[src/rtl/rast_pkg.sv]
// rast_pkg: shared types and constants for the colour buffer writer.
package rast_pkg;

  // Writer sequencing states; READ is only reachable when blending is built in.
  typedef enum logic [2:0] {
    IDLE  = 3'd0,
    READ  = 3'd1,
    WRITE = 3'd2,
    CLEAR = 3'd3,
    DONE  = 3'd4
  } cbw_state_t;

  // RGB565 channel boundaries within a colour word.
  localparam int RGB_R_MSB = 15;
  localparam int RGB_R_LSB = 11;
  localparam int RGB_G_MSB = 10;
  localparam int RGB_G_LSB = 5;
  localparam int RGB_B_MSB = 4;
  localparam int RGB_B_LSB = 0;

  localparam int CBW_ADDR_W   = 32;
  localparam int CBW_COLOUR_W = 16;

  // One queued fragment: its final word address and its source colour.
  typedef struct packed {
    logic [CBW_ADDR_W-1:0]   addr;
    logic [CBW_COLOUR_W-1:0] colour;
  } cbw_fifo_entry_t;

endpackage

[src/rtl/frag_fifo.sv]
// frag_fifo: small synchronous FIFO with first-word fall-through head output.
// A push while full is dropped even if a pop happens in the same cycle.
module frag_fifo #(
  parameter int WIDTH = 48,
  parameter int DEPTH = 4
) (
  input  logic             clk_i,
  input  logic             rst_ni,
  input  logic             push_i,
  input  logic [WIDTH-1:0] data_i,
  input  logic             pop_i,
  output logic [WIDTH-1:0] data_o,
  output logic             full_o,
  output logic             empty_o
);

  localparam int PTR_W = $clog2(DEPTH);

  logic [WIDTH-1:0] mem [DEPTH];
  logic [PTR_W:0]   wr_ptr_reg;
  logic [PTR_W:0]   rd_ptr_reg;
  logic             do_push;
  logic             do_pop;

  assign do_push = push_i && !full_o;
  assign do_pop  = pop_i && !empty_o;

  assign empty_o = (wr_ptr_reg == rd_ptr_reg);
  assign full_o  = (wr_ptr_reg[PTR_W] != rd_ptr_reg[PTR_W]) &&
                   (wr_ptr_reg[PTR_W-1:0] == rd_ptr_reg[PTR_W-1:0]);
  assign data_o  = mem[rd_ptr_reg[PTR_W-1:0]];

  // Storage write; contents need no reset since the pointers gate visibility.
  always_ff @(posedge clk_i) begin
    if (do_push) begin
      mem[wr_ptr_reg[PTR_W-1:0]] <= data_i;
    end
  end

  // Pointer advance; the extra MSB distinguishes full from empty.
  always_ff @(posedge clk_i or negedge rst_ni) begin
    if (!rst_ni) begin
      wr_ptr_reg <= '0;
      rd_ptr_reg <= '0;
    end else begin
      if (do_push) wr_ptr_reg <= wr_ptr_reg + 1'b1;
      if (do_pop)  rd_ptr_reg <= rd_ptr_reg + 1'b1;
    end
  end

endmodule

[src/rtl/colour_buffer_writer.sv]
// colour_buffer_writer: queues depth-passed fragments and writes their colour
// into a linear colour buffer; also clears the whole buffer to a given colour.
// Build option CBW_BLEND_EN: read the destination pixel first and write the
// per-channel average of source and destination.
module colour_buffer_writer
  import rast_pkg::*;
#(
  parameter int COLOUR_SIZE  = 16,
  parameter int X_RES        = 4,
  parameter int Y_RES        = 4,
  parameter int X_PIXEL_SIZE = $clog2(X_RES),
  parameter int Y_PIXEL_SIZE = $clog2(Y_RES),
  parameter int ADDR_SIZE    = 32,
  parameter int FIFO_DEPTH   = 4
) (
  input  logic                    clk_i,
  input  logic                    rst_ni,
  input  logic                    frag_valid_i,
  output logic                    frag_ready_o,
  input  logic [X_PIXEL_SIZE-1:0] frag_x_i,
  input  logic [Y_PIXEL_SIZE-1:0] frag_y_i,
  input  logic [COLOUR_SIZE-1:0]  frag_colour_i,
  input  logic                    depth_pass_i,
  input  logic [ADDR_SIZE-1:0]    buffer_base_address_i,
  input  logic                    clear_i,
  input  logic [COLOUR_SIZE-1:0]  clear_colour_i,
  output logic                    buf_r_w,
  output logic [ADDR_SIZE-1:0]    buf_addr,
  output logic [COLOUR_SIZE-1:0]  buf_data_w,
  input  logic [COLOUR_SIZE-1:0]  buf_data_r,
  input  logic                    data_r_valid,
  output logic                    data_r_ready,
  output logic                    data_w_valid,
  input  logic                    data_w_ready,
  output logic                    busy_o,
  output logic                    clear_done_o,
  output logic [15:0]             written_count_o
);

  localparam int PIXELS = X_RES * Y_RES;

  cbw_state_t               state_reg;
  logic                     clear_pending_reg;
  logic                     buf_r_w_reg;
  logic [ADDR_SIZE-1:0]     buf_addr_reg;
  logic [COLOUR_SIZE-1:0]   buf_data_w_reg;
  logic                     data_w_valid_reg;
  logic                     clear_done_reg;
  logic [15:0]              written_count_reg;

  cbw_fifo_entry_t          push_entry;
  cbw_fifo_entry_t          head_entry;
  logic [$bits(cbw_fifo_entry_t)-1:0] head_bits;
  logic                     fifo_full;
  logic                     fifo_empty;
  logic                     push;
  logic                     pop;
  logic                     w_handshake;
  logic [ADDR_SIZE-1:0]     frag_addr;
  logic [ADDR_SIZE-1:0]     clear_last_addr;

  // Fragments are refused while a clear is waiting or running so the clear
  // sees a stable buffer.
  assign frag_ready_o = !fifo_full && !clear_pending_reg && (state_reg != CLEAR);
  assign push         = frag_valid_i && frag_ready_o && depth_pass_i;
  assign pop          = (state_reg == IDLE) && !fifo_empty;
  assign w_handshake  = data_w_valid_reg && data_w_ready;

  assign frag_addr = buffer_base_address_i
                   + ADDR_SIZE'(frag_y_i) * ADDR_SIZE'(X_RES)
                   + ADDR_SIZE'(frag_x_i);
  assign clear_last_addr = buffer_base_address_i + ADDR_SIZE'(PIXELS - 1);

  assign push_entry = '{addr: frag_addr, colour: frag_colour_i};
  assign head_entry = cbw_fifo_entry_t'(head_bits);

  frag_fifo #(
    .WIDTH ($bits(cbw_fifo_entry_t)),
    .DEPTH (FIFO_DEPTH)
  ) u_frag_fifo (
    .clk_i   (clk_i),
    .rst_ni  (rst_ni),
    .push_i  (push),
    .data_i  (push_entry),
    .pop_i   (pop),
    .data_o  (head_bits),
    .full_o  (fifo_full),
    .empty_o (fifo_empty)
  );

  assign buf_r_w         = buf_r_w_reg;
  assign buf_addr        = buf_addr_reg;
  assign buf_data_w      = buf_data_w_reg;
  assign data_w_valid    = data_w_valid_reg;
  assign clear_done_o    = clear_done_reg;
  assign written_count_o = written_count_reg;
  assign busy_o          = !fifo_empty || (state_reg != IDLE) || clear_pending_reg;

`ifdef CBW_BLEND_EN
  logic                   data_r_ready_reg;
  logic [COLOUR_SIZE-1:0] src_colour_reg;
  logic [COLOUR_SIZE-1:0] blend_colour;

  localparam int CH_MSB [3] = '{RGB_R_MSB, RGB_G_MSB, RGB_B_MSB};
  localparam int CH_LSB [3] = '{RGB_R_LSB, RGB_G_LSB, RGB_B_LSB};

  assign data_r_ready = data_r_ready_reg;

  // Per-channel average; each channel keeps its own carry so nothing spills over.
  for (genvar gi = 0; gi < 3; gi++) begin : g_blend
    localparam int W = CH_MSB[gi] - CH_LSB[gi] + 1;
    logic [W:0] ch_sum;
    assign ch_sum = (W+1)'(src_colour_reg[CH_MSB[gi]:CH_LSB[gi]])
                  + (W+1)'(buf_data_r[CH_MSB[gi]:CH_LSB[gi]]);
    assign blend_colour[CH_MSB[gi]:CH_LSB[gi]] = ch_sum[W:1];
  end
`else
  // Without blending the read channel is never used.
  assign data_r_ready = 1'b0;
  logic unused_read;
  assign unused_read = &{1'b0, buf_data_r, data_r_valid};
`endif

  // Sequencer: drains the queue, runs the clear, and owns every memory-port output.
  always_ff @(posedge clk_i or negedge rst_ni) begin
    if (!rst_ni) begin
      state_reg         <= IDLE;
      clear_pending_reg <= 1'b0;
      buf_r_w_reg       <= 1'b1;
      buf_addr_reg      <= '0;
      buf_data_w_reg    <= '0;
      data_w_valid_reg  <= 1'b0;
      clear_done_reg    <= 1'b0;
      written_count_reg <= '0;
`ifdef CBW_BLEND_EN
      data_r_ready_reg  <= 1'b0;
      src_colour_reg    <= '0;
`endif
    end else begin
      clear_done_reg <= 1'b0;
      if (clear_i && !clear_pending_reg && (state_reg != CLEAR)) begin
        clear_pending_reg <= 1'b1;
      end
      case (state_reg)
        IDLE: begin
          if (clear_pending_reg && fifo_empty) begin
            state_reg        <= CLEAR;
            buf_addr_reg     <= buffer_base_address_i;
            buf_data_w_reg   <= clear_colour_i;
            buf_r_w_reg      <= 1'b0;
            data_w_valid_reg <= 1'b1;
          end else if (!fifo_empty) begin
`ifdef CBW_BLEND_EN
            state_reg        <= READ;
            buf_addr_reg     <= head_entry.addr;
            src_colour_reg   <= head_entry.colour;
            buf_r_w_reg      <= 1'b1;
            data_r_ready_reg <= 1'b1;
`else
            state_reg        <= WRITE;
            buf_addr_reg     <= head_entry.addr;
            buf_data_w_reg   <= head_entry.colour;
            buf_r_w_reg      <= 1'b0;
            data_w_valid_reg <= 1'b1;
`endif
          end
        end
`ifdef CBW_BLEND_EN
        READ: begin
          if (data_r_valid && data_r_ready_reg) begin
            data_r_ready_reg <= 1'b0;
            buf_data_w_reg   <= blend_colour;
            buf_r_w_reg      <= 1'b0;
            data_w_valid_reg <= 1'b1;
            state_reg        <= WRITE;
          end
        end
`endif
        WRITE: begin
          if (w_handshake) begin
            data_w_valid_reg  <= 1'b0;
            written_count_reg <= written_count_reg + 16'd1;
            state_reg         <= IDLE;
          end
        end
        CLEAR: begin
          if (w_handshake) begin
            if (buf_addr_reg == clear_last_addr) begin
              data_w_valid_reg <= 1'b0;
              clear_done_reg   <= 1'b1;
              state_reg        <= DONE;
            end else begin
              buf_addr_reg <= buf_addr_reg + ADDR_SIZE'(1);
            end
          end
        end
        DONE: begin
          clear_pending_reg <= 1'b0;
          state_reg         <= IDLE;
        end
        default: state_reg <= IDLE;
      endcase
    end
  end

endmodule

[config.mk]
export PLATFORM = sky130hd
export DESIGN_NAME = colour_buffer_writer
export DESIGN_NICKNAME = d
export VERILOG_FILES = /design/src/rtl/rast_pkg.sv /design/src/rtl/frag_fifo.sv /design/src/rtl/colour_buffer_writer.sv
export SDC_FILE = /design/constraint.sdc
export NUM_CORES = 1
export LEC_CHECK = 0
export CAP_MARGIN = 40
export CORE_UTILIZATION = 35
export CTS_CLUSTER_SIZE = 28
export DETAILED_ROUTE_END_ITERATION = 10
export GPL_TIMING_DRIVEN = 0
export RECOVER_POWER = 25
export SYNTH_ARGS = -nofsm -noshare
export SYNTH_HDL_FRONTEND = slang
export SYNTH_SLANG_ARGS = --single-unit
export TNS_END_PERCENT = 50
[constraint.sdc]
create_clock -name clk_i -period 3.05 [get_ports clk_i]
set_clock_uncertainty 0.05 [all_clocks]
set_input_delay 0.61 -clock clk_i [delete_from_list [all_inputs] [get_ports clk_i]]
set_output_delay 0.61 -clock clk_i [all_outputs]
set_load 0.01 [all_outputs]
======== After elaboration in Yosys (flattened, before gate mapping) ========
Memories as Yosys holds them, arrays and structs flattened.
Index checks and enable logic that the tools add are counted.
storage, ports and cells
  register bits ........................... 77
  bits in writable memories ............... 192
  input port bits ......................... 91
  memories kept ........................... 1
cells by class
  $add $sub $neg .......................... 7
  equality and inequality tests ........... 14
  mux-type cells .......................... 28
  reductions and logical operators ........ 27
memory list
  memory           words  width  rd ports  clocked after Yosys merged registers in  wr ports  line             source
  u_frag_fifo.mem  4      48     1         0                                        1         frag_fifo.sv:19  logic [WIDTH-1:0] mem [DEPTH];
operators with widths
  cell                     count
  $mux W32                 4
  $pmux W32 S2             1
  $add A32 B1 Y32 const B  1
  $add A32 B2 Y32          1
  $add A32 B4 Y32          1
  $add A32 B4 Y32 const B  1
  $eq A32 B32 Y1           1
  $mux W16                 2
  $add A16 B1 Y16 const B  1
  $mux W3                  5
  $mux W1                  14
  $logic_and A1 B1 Y1      12
  $pmux W3 S3              1
  $ne A2 B2 Y1 const B     4
  $reduce_and A4 Y1        2
  $add A3 B1 Y3 const B    2
  $eq A3 B2 Y1 const B     2
  $ne A3 B2 Y1 const B     2
  $reduce_bool A3 Y1       2
  $reduce_and A5 Y1        1
  $reduce_and A2 Y1        2
  $reduce_bool A2 Y1       2
  $eq A3 B3 Y1             1
  $eq A3 B3 Y1 const B     1
  7 further kinds          10

======== Logic depth before layout (Yosys ltp) ========
Gate-level depths: netlist of run 1.
  word-level depth ........................ 10
  mapped depth ............................ 12
  gate-level depth less buffers ........... 11

======== Modules after synthesis ========
From an unflattened synthesis of run 1, not the netlist that was laid out.
second synthesis, totals
  cells, all modules ...................... 1,104
  area, all modules ....................... 13,506.7 um^2
by module, submodules not included
  module                times used  cells each  area an instance (um^2)  seq. area each (um^2)
  frag_fifo             1           300         7,408.4                  5,915.7
  colour_buffer_writer  1           804         6,098.3                  1,778.0

======== Worst setup path before layout of run 1 ========
OpenSTA, ideal clock, no wires.
  path kind ............................... reg2reg
  start point ............................. register state_reg[1]
  end point ............................... memory u_frag_fifo.mem[3][0] (enable)
  library setup time ...................... 0.412 ns
  data arrival time ....................... 2.848 ns
  setup slack ............................. -0.260 ns
  cell stages (with the launch flop) ...... 8
  path buffers ............................ 2
  clock period less this slack ............ 3.310 ns
  cells stage by stage .................... dfrtp_1 -> nor2b_1 -> and2_1 -> clkbuf_1 -> a211oi_1 -> and3_1 -> clkbuf_1 -> and2_1
between the ends
  word-level cells in the longest chain between the ends .. 7
ends and longest elaborated chain
  item                               line                         source
  start: declaration                 colour_buffer_writer.sv:42   cbw_state_t state_reg;
  start signal: assignment           colour_buffer_writer.sv:127  state_reg <= IDLE;
  start signal: assignment           colour_buffer_writer.sv:147  state_reg <= CLEAR;
  start signal: assignment           colour_buffer_writer.sv:160  state_reg <= WRITE;
  $ne A3 B2 Y1                       colour_buffer_writer.sv:64   assign frag_ready_o = !fifo_full && !clear_pending_reg && (state_reg != CLEAR);
  $logic_and A1 B1 Y1                colour_buffer_writer.sv:64
  via frag_ready_o                   colour_buffer_writer.sv:19   output logic frag_ready_o,
  $logic_and A1 B1 Y1 (2 in series)  colour_buffer_writer.sv:65   assign push = frag_valid_i && frag_ready_o && depth_pass_i;
  $logic_and A1 B1 Y1                frag_fifo.sv:25              assign do_push = push_i && !full_o;
  $mux W1                            frag_fifo.sv:35              if (do_push) begin
  $mux W1 (not written as such)      frag_fifo.sv:36              mem[wr_ptr_reg[PTR_W-1:0]] <= data_i;
  end: declaration                   frag_fifo.sv:19
The timed path passes the listed nets, and every way through them passes these cells.

======== Worst setup path in the final report of run 1 ========
  start point ............................. input port buffer_base_address_i[1]
  end point ............................... register buf_addr_reg[4] (netlist: buf_addr[4])
between the ends
  word-level cells in the longest chain between the ends .. 4
ends and longest elaborated chain
  item                         line                         source
  start: declaration           colour_buffer_writer.sv:24   input logic [ADDR_SIZE-1:0] buffer_base_address_i,
  $add A32 B4 Y32              colour_buffer_writer.sv:72   assign clear_last_addr = buffer_base_address_i + ADDR_SIZE'(PIXELS - 1);
  $eq A32 B32 Y1               colour_buffer_writer.sv:188  if (buf_addr_reg == clear_last_addr) begin
  $ne A2 B2 Y1 (no line)       -
  $reduce_and A4 Y1 (no line)  -
  end signal: assignment       colour_buffer_writer.sv:148  buf_addr_reg <= buffer_base_address_i;
  end signal: assignment       colour_buffer_writer.sv:161  buf_addr_reg <= head_entry.addr;
  end signal: assignment       colour_buffer_writer.sv:193  buf_addr_reg <= buf_addr_reg + ADDR_SIZE'(1);
  end: declaration             colour_buffer_writer.sv:45   logic [ADDR_SIZE-1:0] buf_addr_reg;
No other way between the ends.
A chain may end at the register's enable or synchronous reset.

==> results of run 1 <==
==> worst paths after layout <==
kind / cells past startpoint / start / end / slack, ns
setup / recovery: 13 / buffer_base_address_i[1] / buf_addr[4] / -0.06
hold / removal: 2 / buffer_base_address_i[0] / u_frag_fifo.mem[0][16] / 0.39
setup reg to reg: 10 / buf_addr[20] / buf_addr[4] / -0.03
hold reg to reg: 1 / written_count_o[15] / written_count_o[15] / 0.42
max in group asynchronous: 3 / rst_ni / buf_addr[12] / 0.40
min in group asynchronous: 2 / rst_ni / clear_pending_reg / 0.88
==> metrics by stage <==
step                std cells  instance area [um2]
finish                   1819                17100
global route             1819                17100
CTS                      1797                16700
detailed placement       1727                15400
global placement         1719                15300
floorplan                1079                13400
==> cell families after synthesis <==
kind of cell	count (synthesis)	share of synthesized area
compound gates	140	0.0737
xor+xnor	97	0.0636
fa+ha+maj	13	0.0127
buf+inv	93	0.0294
flops	269	0.576
mux	55	0.0866
other cells	1	0.000281
simple gates	411	0.158
==> synth_stat cells (4+ instances only) <==
| cell | count |
|---|---|
| a21oi_1 | 31 |
| a31oi_1 | 41 |
| and2_1 | 11 |
| and3_1 | 25 |
| and4_1 | 9 |
| buf_1 | 7 |
| buf_2 | 9 |
| clkbuf_1 | 54 |
| dfrtp_1 | 76 |
| edfxtp_1 | 192 |
| ha_1 | 12 |
| inv_1 | 16 |
| mux2_2 | 4 |
| mux4_2 | 48 |
| nand2_1 | 150 |
| nand3_1 | 29 |
| nand4_1 | 22 |
| nor2_1 | 63 |
| nor2b_1 | 7 |
| nor3_1 | 38 |
| nor3b_1 | 4 |
| nor4_1 | 20 |
| o21ai_0 | 8 |
| o22ai_1 | 9 |
| o32a_1 | 22 |
| or3_1 | 6 |
| or4_1 | 6 |
| xnor2_1 | 60 |
| xor2_1 | 37 |
==> worst register-to-register path: cells and delay by family, from the launching register on <==
| family | cells | cell delay (ns) |
|---|---|---|
| AOI/OAI and AO/OA | 3 | 0.96 |
| xor gates and xnor gates | 1 | 0.18 |
| buffers and inverters | 2 | 0.32 |
| DFF | 1 | 0.46 |
| and+or+nand+nor | 4 | 0.97 |
==> power breakdown <==
group	internal [mW]	switching, mW	total [mW]
Sequential	3.99	0.131	4.13
Combinational	0.406	0.484	0.890
Clock	2.23	1.44	3.66
==> metal layers <==
metal  vias up  share of wire  GRT usage
met5         -        0.00023          0
met4         2          0.034     0.0738
met3        79          0.076     0.0406
met2       467           0.45      0.336
met1      5052           0.44      0.306
li1       4494              -          -
==> area by class of cell <==
| cell class | count | area share |
|---|---|---|
| inverter | 16 | 0.00395 |
| tap | 511 | 0.0373 |
| buffer | 70 | 0.0226 |
| timing repair buffer | 180 | 0.102 |
| clock inverter | 12 | 0.00796 |
| sequential | 269 | 0.449 |
| clock buffer | 44 | 0.0511 |
| multi-input combinational | 717 | 0.326 |
==> what timing repair did <==
| action | 4_1_cts | 5_1_grt |
|---|---|---|
| hold endpoints to repair | 22 | 0 |
| gates cloned | 0 | 2 |
| buffers inserted | 17 | 23 |
| resized for setup | 93 | 63 |
| setup endpoints to repair | 190 | 80 |
| hold buffers | 1 | 0 |
| pin swaps | 15 | 20 |
==> run_summary.xml, run 1 <==
<?xml version="1.0" encoding="UTF-8"?>
<metrics>
  <group name="final_layout">
    <metric name="fraction_of_final_layout_cells_sized_beyond_drive_strength_1" unit="">0.193</metric>
    <metric name="largest_reg_flops" unit="">192</metric>
    <metric name="nNetsFinal" unit="">1388</metric>
    <metric name="final_cell_mix" unit="">edfxtp_1, nand2_1, clkdlybuf4s50_1, dfrtp_1, xnor2_1</metric>
    <metric name="area.sequential" unit="mm2">0.00770</metric>
    <metric name="flow.area_growth_from_synthesis" unit="%">28.2</metric>
    <metric name="multiInputGateArea" unit="mm2">0.00558</metric>
    <metric name="number_of_fill_cells" unit="">3435</metric>
    <metric name="layout_commonest_cell" unit="">edfxtp_1</metric>
    <metric name="fin_util" unit="">0.456</metric>
    <metric name="diodes" unit="">0</metric>
  </group>
  <group name="timing">
    <metric name="timing.fmax" unit="MHz">321</metric>
    <metric name="whs" unit="ns">0.394</metric>
    <metric name="setup_violations" unit="">14</metric>
    <metric name="timing.max_slew.rel_slack" unit="">0.0527</metric>
    <metric name="min_period_over_period" unit="">1.02</metric>
    <metric name="rsz0062_at_grt" unit="">true</metric>
    <metric name="layout_min_cycle_time" unit="ns">3.11</metric>
    <metric name="timing_worst_slew_pin_value" unit="ns">1.42</metric>
    <metric name="setup-tns-final" unit="ns">-0.370</metric>
    <metric name="setup_slack" unit="ns">-0.0639</metric>
    <metric name="slew_viol_final" unit="">0</metric>
    <metric name="finalHoldViolations" unit="">0</metric>
  </group>
  <group name="critical_path">
    <metric name="end_kind" unit="">register</metric>
    <metric name="top_delay_family_on_crit_path" unit="">simple AND/OR/NAND/NOR gates</metric>
    <metric name="cp.buffers_inverters" unit="">4</metric>
    <metric name="cp_data_required_time" unit="ns">3.42</metric>
    <metric name="critPathLaunchType" unit="">primary input</metric>
    <metric name="critical-path-slowest-cell" unit="">or4_4</metric>
    <metric name="path_class" unit="">in -&gt; reg</metric>
    <metric name="critical_path_peak_fanout" unit="">7</metric>
    <metric name="critPathMostFrequentCell" unit="">buf_12</metric>
    <metric name="cp_slowest_stage_delay" unit="ns">0.57</metric>
    <metric name="cp_data_arrival_time" unit="ns">3.48</metric>
    <metric name="cp_cell_sequence" unit="">buf_12, inv_6, ha_4, nor3b_4, or4_4, a2111oi_4, o22ai_2, nor4_4, and4_1, buf_6, buf_12, nor4_1, o32ai_1</metric>
  </group>
  <group name="clock_network">
    <metric name="tritoncts.num_buffers" unit="">30</metric>
    <metric name="clock_latency" unit="ns">0.56</metric>
    <metric name="clock-root-buffer" unit="">clkbuf_16</metric>
    <metric name="cts.sinks" unit="">269</metric>
    <metric name="ctsLongestPathBuffers" unit="">3</metric>
    <metric name="clock_pin_transition_on_the_worst_setup_and_hold_timing_paths" unit="ns">0.06</metric>
    <metric name="clock_tree_from_tritoncts" unit="">yes</metric>
    <metric name="h-tree-depth" unit="">1</metric>
  </group>
  <group name="grt">
    <metric name="first_global_vias" unit="">9947</metric>
    <metric name="grt_overflow" unit="">0</metric>
    <metric name="grt_max_degree" unit="">56</metric>
    <metric name="grt_pass1_wl" unit="um">62700</metric>
    <metric name="grt_antenna_before_repair" unit="">1</metric>
    <metric name="grtUsageTotal" unit="">0.217</metric>
  </group>
  <group name="die">
    <metric name="die_h" unit="um">197</metric>
    <metric name="floorplan.die_area" unit="mm2">0.0389</metric>
    <metric name="ios" unit="">161</metric>
    <metric name="placementRows" unit="">71</metric>
    <metric name="die_w" unit="um">197</metric>
    <metric name="starting_density_of_the_core" unit="">0.355</metric>
    <metric name="core" unit="mm2">0.0376</metric>
  </group>
  <group name="synth">
    <metric name="synth_cell_type_count" unit="">69</metric>
    <metric name="most_used_flip_flop_cell_after_synthesis" unit="">edfxtp_1</metric>
    <metric name="synth_area_leader_cell" unit="">edfxtp_1</metric>
    <metric name="ys_seq_area_frac" unit="">0.576</metric>
    <metric name="synthesis.instances" unit="">1079</metric>
    <metric name="post_synthesis_net_count" unit="">1183</metric>
    <metric name="synth-edff-count" unit="">192</metric>
    <metric name="post_synth.cell_area_avg" unit="um2">12.4</metric>
    <metric name="yosysWarningCount" unit="">0</metric>
    <metric name="yosys.area.top_type_share" unit="">0.432</metric>
    <metric name="synth-async-reset-ratio" unit="">0.286</metric>
    <metric name="postSynthRegisterBits" unit="">269</metric>
    <metric name="synth.area.top_cells" unit="">edfxtp_1, dfrtp_1, mux4_2, nand2_1, xnor2_1</metric>
    <metric name="total_standard_cell_area_after_synthesis" unit="mm2">0.0134</metric>
  </group>
  <group name="placed_design">
    <metric name="worst_case_setup_slack_after_placement" unit="ns">-1.51</metric>
    <metric name="port_buffers" unit="">129</metric>
    <metric name="routability_cong" unit="">0.931</metric>
    <metric name="place_hpwl" unit="um">29500</metric>
  </group>
  <group name="detailed_routing">
    <metric name="routed_wl" unit="um">42900</metric>
    <metric name="drc_errors_left" unit="">0</metric>
    <metric name="antenna_left" unit="">0</metric>
    <metric name="detailedRoute.firstPassIterationCount" unit="">5</metric>
    <metric name="vias" unit="">10100</metric>
    <metric name="wl_per_cell" unit="um">23.6</metric>
    <metric name="initialDrtViolationCount" unit="">988</metric>
    <metric name="viasPerCell" unit="">5.55</metric>
  </group>
  <group name="run_status">
    <metric name="failed_checks" unit="">setup timing</metric>
    <metric name="status" unit="">complete, but fails checks</metric>
  </group>
  <group name="min_path">
    <metric name="hold_path_class" unit="">in -&gt; reg</metric>
  </group>
  <group name="pwr">
    <metric name="power.static_leakage" unit="nW">6.05</metric>
    <metric name="irDropWorstVdd" unit="mV">0.399</metric>
    <metric name="power_density" unit="mW/mm2">507</metric>
    <metric name="total_power" unit="mW">8.68</metric>
  </group>
  <group name="run">
    <metric name="drv.max_cap_violation_count" unit="">0</metric>
  </group>
</metrics>
Power figures use the tool's default switching activity.
==> run 2: changes to the inputs <==
GPL_TIMING_DRIVEN = unset   (was 0)
==> run 2 against run 1 <==
Final cell count up 5.7%; clock power up 3%; cell area up 5.7%; combinational power up 20%; largest cell class unchanged; critical path type unchanged; the run still ends with setup timing left; sequential share of layout area down 2.4 points.
==> run_summary.xml, run 2 (synthesized netlist as in run 1, its figures left out) <==
<?xml version="1.0" encoding="UTF-8"?>
<metrics>
  <group name="timing">
    <metric name="setup_slack" unit="ns">-0.0152</metric>
    <metric name="rsz0062_at_grt" unit="">true</metric>
    <metric name="min_period_over_period" unit="">1.00</metric>
    <metric name="timing_worst_slew_pin_value" unit="ns">1.04</metric>
    <metric name="timing.max_slew.rel_slack" unit="">0.305</metric>
    <metric name="slew_viol_final" unit="">0</metric>
    <metric name="timing.fmax" unit="MHz">326</metric>
    <metric name="layout_min_cycle_time" unit="ns">3.07</metric>
    <metric name="setup-tns-final" unit="ns">-0.0152</metric>
    <metric name="setup_violations" unit="">1</metric>
    <metric name="finalHoldViolations" unit="">0</metric>
  </group>
  <group name="die">
    <metric name="ios" unit="">161</metric>
    <metric name="placementRows" unit="">71</metric>
    <metric name="core" unit="mm2">0.0376</metric>
    <metric name="floorplan.die_area" unit="mm2">0.0389</metric>
    <metric name="die_h" unit="um">197</metric>
    <metric name="starting_density_of_the_core" unit="">0.355</metric>
    <metric name="die_w" unit="um">197</metric>
  </group>
  <group name="detailed_routing">
    <metric name="routed_wl" unit="um">40600</metric>
    <metric name="detailedRoute.firstPassIterationCount" unit="">6</metric>
    <metric name="drc_errors_left" unit="">0</metric>
    <metric name="vias" unit="">10300</metric>
    <metric name="viasPerCell" unit="">5.36</metric>
    <metric name="antenna_left" unit="">0</metric>
    <metric name="initialDrtViolationCount" unit="">974</metric>
    <metric name="wl_per_cell" unit="um">21.1</metric>
  </group>
  <group name="grt">
    <metric name="grt_overflow" unit="">0</metric>
    <metric name="grt_antenna_before_repair" unit="">0</metric>
    <metric name="grt_pass1_wl" unit="um">60900</metric>
    <metric name="first_global_vias" unit="">10200</metric>
    <metric name="grtUsageTotal" unit="">0.207</metric>
    <metric name="grt_max_degree" unit="">51</metric>
  </group>
  <group name="critical_path">
    <metric name="path_class" unit="">in -&gt; reg</metric>
    <metric name="top_delay_family_on_crit_path" unit="">simple AND/OR/NAND/NOR gates</metric>
    <metric name="critical-path-slowest-cell" unit="">o32a_1</metric>
    <metric name="cp_data_required_time" unit="ns">3.45</metric>
    <metric name="cp_slowest_stage_delay" unit="ns">0.35</metric>
    <metric name="cp_data_arrival_time" unit="ns">3.46</metric>
    <metric name="critPathMostFrequentCell" unit="">buf_4</metric>
    <metric name="end_kind" unit="">register</metric>
    <metric name="setup.reg_to_reg.worst_slack" unit="ns">0.07</metric>
    <metric name="critical_path_peak_fanout" unit="">6</metric>
    <metric name="cp.buffers_inverters" unit="">6</metric>
    <metric name="critPathLaunchType" unit="">primary input</metric>
    <metric name="cp_cell_sequence" unit="">dlygate4sd2_1, buf_4, nand3_1, buf_4, nor4_4, buf_4, and4_1, o22ai_2, nor4_4, and4_4, buf_6, buf_8, nor3_4, o32a_1</metric>
  </group>
  <group name="pwr">
    <metric name="irDropWorstVdd" unit="mV">0.541</metric>
    <metric name="netSwitchingFraction" unit="">0.238</metric>
    <metric name="clock_power_share" unit="">0.422</metric>
    <metric name="power_switching" unit="mW">2.12</metric>
    <metric name="seq_power_share" unit="">0.458</metric>
    <metric name="comb_power_share" unit="">0.120</metric>
    <metric name="p_int" unit="mW">6.79</metric>
    <metric name="power_density" unit="mW/mm2">492</metric>
    <metric name="power.static_leakage" unit="nW">6.73</metric>
  </group>
  <group name="clock_network">
    <metric name="tritoncts.num_buffers" unit="">30</metric>
    <metric name="clock_latency" unit="ns">0.56</metric>
    <metric name="cts.sinks" unit="">269</metric>
    <metric name="clock_tree_from_tritoncts" unit="">yes</metric>
    <metric name="clock_pin_transition_on_the_worst_setup_and_hold_timing_paths" unit="ns">0.06</metric>
    <metric name="ctsLongestPathBuffers" unit="">3</metric>
    <metric name="h-tree-depth" unit="">1</metric>
    <metric name="clock-root-buffer" unit="">clkbuf_16</metric>
  </group>
  <group name="run_status">
    <metric name="failed_checks" unit="">setup timing</metric>
    <metric name="status" unit="">complete, but fails checks</metric>
  </group>
  <group name="placed_design">
    <metric name="dpl-instance-area" unit="mm2">0.0166</metric>
    <metric name="worst_case_setup_slack_after_placement" unit="ns">-1.03</metric>
    <metric name="port_buffers" unit="">142</metric>
    <metric name="place_hpwl" unit="um">27400</metric>
    <metric name="routability_cong" unit="">0.981</metric>
  </group>
  <group name="final_layout">
    <metric name="design_area" unit="mm2">0.0181</metric>
    <metric name="number_of_fill_cells" unit="">3445</metric>
    <metric name="flow.area_growth_from_synthesis" unit="%">35.6</metric>
    <metric name="diodes" unit="">0</metric>
    <metric name="nNetsFinal" unit="">1492</metric>
    <metric name="final_cell_mix" unit="">edfxtp_1, buf_4, nand2_1, clkdlybuf4s50_1, dfrtp_1</metric>
    <metric name="fraction_of_final_layout_cells_sized_beyond_drive_strength_1" unit="">0.264</metric>
    <metric name="largest_reg_flops" unit="">192</metric>
    <metric name="layout_commonest_cell" unit="">edfxtp_1</metric>
  </group>
  <group name="run">
    <metric name="drv.max_cap_violation_count" unit="">0</metric>
  </group>
  <group name="min_path">
    <metric name="hold_path_class" unit="">reg -&gt; reg</metric>
  </group>
</metrics>
run 2: changes by cell type in the layout (fill, tap and decap cells not counted), sizes merged:
cell | before | now
buf | 75 | 209
bufinv | 3 | 4
clkbuf | 97 | 53
clkdlybuf4s15 | 0 | 2
clkdlybuf4s18 | 1 | 0
clkdlybuf4s50 | 96 | 100
clkinv | 7 | 8
dlygate4sd2 | 3 | 5
dlymetal6s2s | 4 | 8
inv | 16 | 17
run 2: cell type report:
class / instances / area, um2 / area share
clock buffer: 41 / 843 / 0.0466
tap: 511 / 639 / 0.0353
timing repair buffer: 354 / 3160 / 0.175
multi-input combinational: 717 / 5510 / 0.304
sequential: 269 / 7700 / 0.425
clock inverter: 15 / 183 / 0.0101
inverter: 16 / 65.1 / 0.00359
run 2: worst reg2reg max path, cell delays in order, from the launching register on:
cell and delay [ns]:
dfrtp_1 0.49, xnor2_1 0.23, xnor2_1 0.15, nand4_1 0.18, a2111o_1 0.49, nor4_4 0.32, and4_4 0.30, buf_6 0.14
buf_8 0.14, nor3_4 0.05, o32a_1 0.35
run 2: stage by stage:
step                      power [mW]  hold slack, ns  instances  utilization
final                           8.91           0.419       1923        0.482
after global routing            9.21           0.445       1923        0.482
after CTS                       8.95           0.424       1916        0.477
after detailed placement        5.18           0.415       1840        0.442
after global placement          5.17           0.414       1840        0.442
after floorplan                 4.61           0.264       1079            -
run 2: power by group through the flow:
stage	Sequential, mW	Clock (mW)	Combinational [mW]
after floorplan	4.15	0	0.464
after global placement	4.15	0	1.02
after detailed placement	4.15	0	1.03
after CTS	4.08	3.82	1.06
after global routing	4.09	3.96	1.15
final	4.08	3.76	1.07
run 2: path summary, 6_finish.rpt:
| path | from | endpoint | cells after the start |
|---|---|---|---|
| worst max-delay path | buffer_base_address_i[14] | buf_addr[19] | 14 |
| worst min-delay path | written_count_o[15] | written_count_o[15] | 1 |
| worst max register to register | buf_addr[5] | buf_addr[19] | 10 |
| worst min register to register | written_count_o[15] | written_count_o[15] | 1 |
| max in group asynchronous | rst_ni | u_frag_fifo.rd_ptr_reg[1] | 3 |
| min in group asynchronous | rst_ni | buf_addr[2] | 2 |
run 2: layer usage:
metal  global-route usage  part of all wire  vias to the layer above
met4               0.0655             0.031                        0
li1                     -                 -                     4693
met1                0.286              0.43                     5109
met5                    0                 0                        -
met2                0.333              0.47                      438
met3               0.0341             0.068                       71
run 2: timing repair:
action / in CTS / in global routing
resized for setup: 55 / 53
hold buffers: 1 / 0
endpoints found under the hold margin: 30 / 0
cloned: 1 / 0
endpoints found under the setup margin: 68 / 35
buffers inserted: 18 / 7
pin swaps: 15 / 17
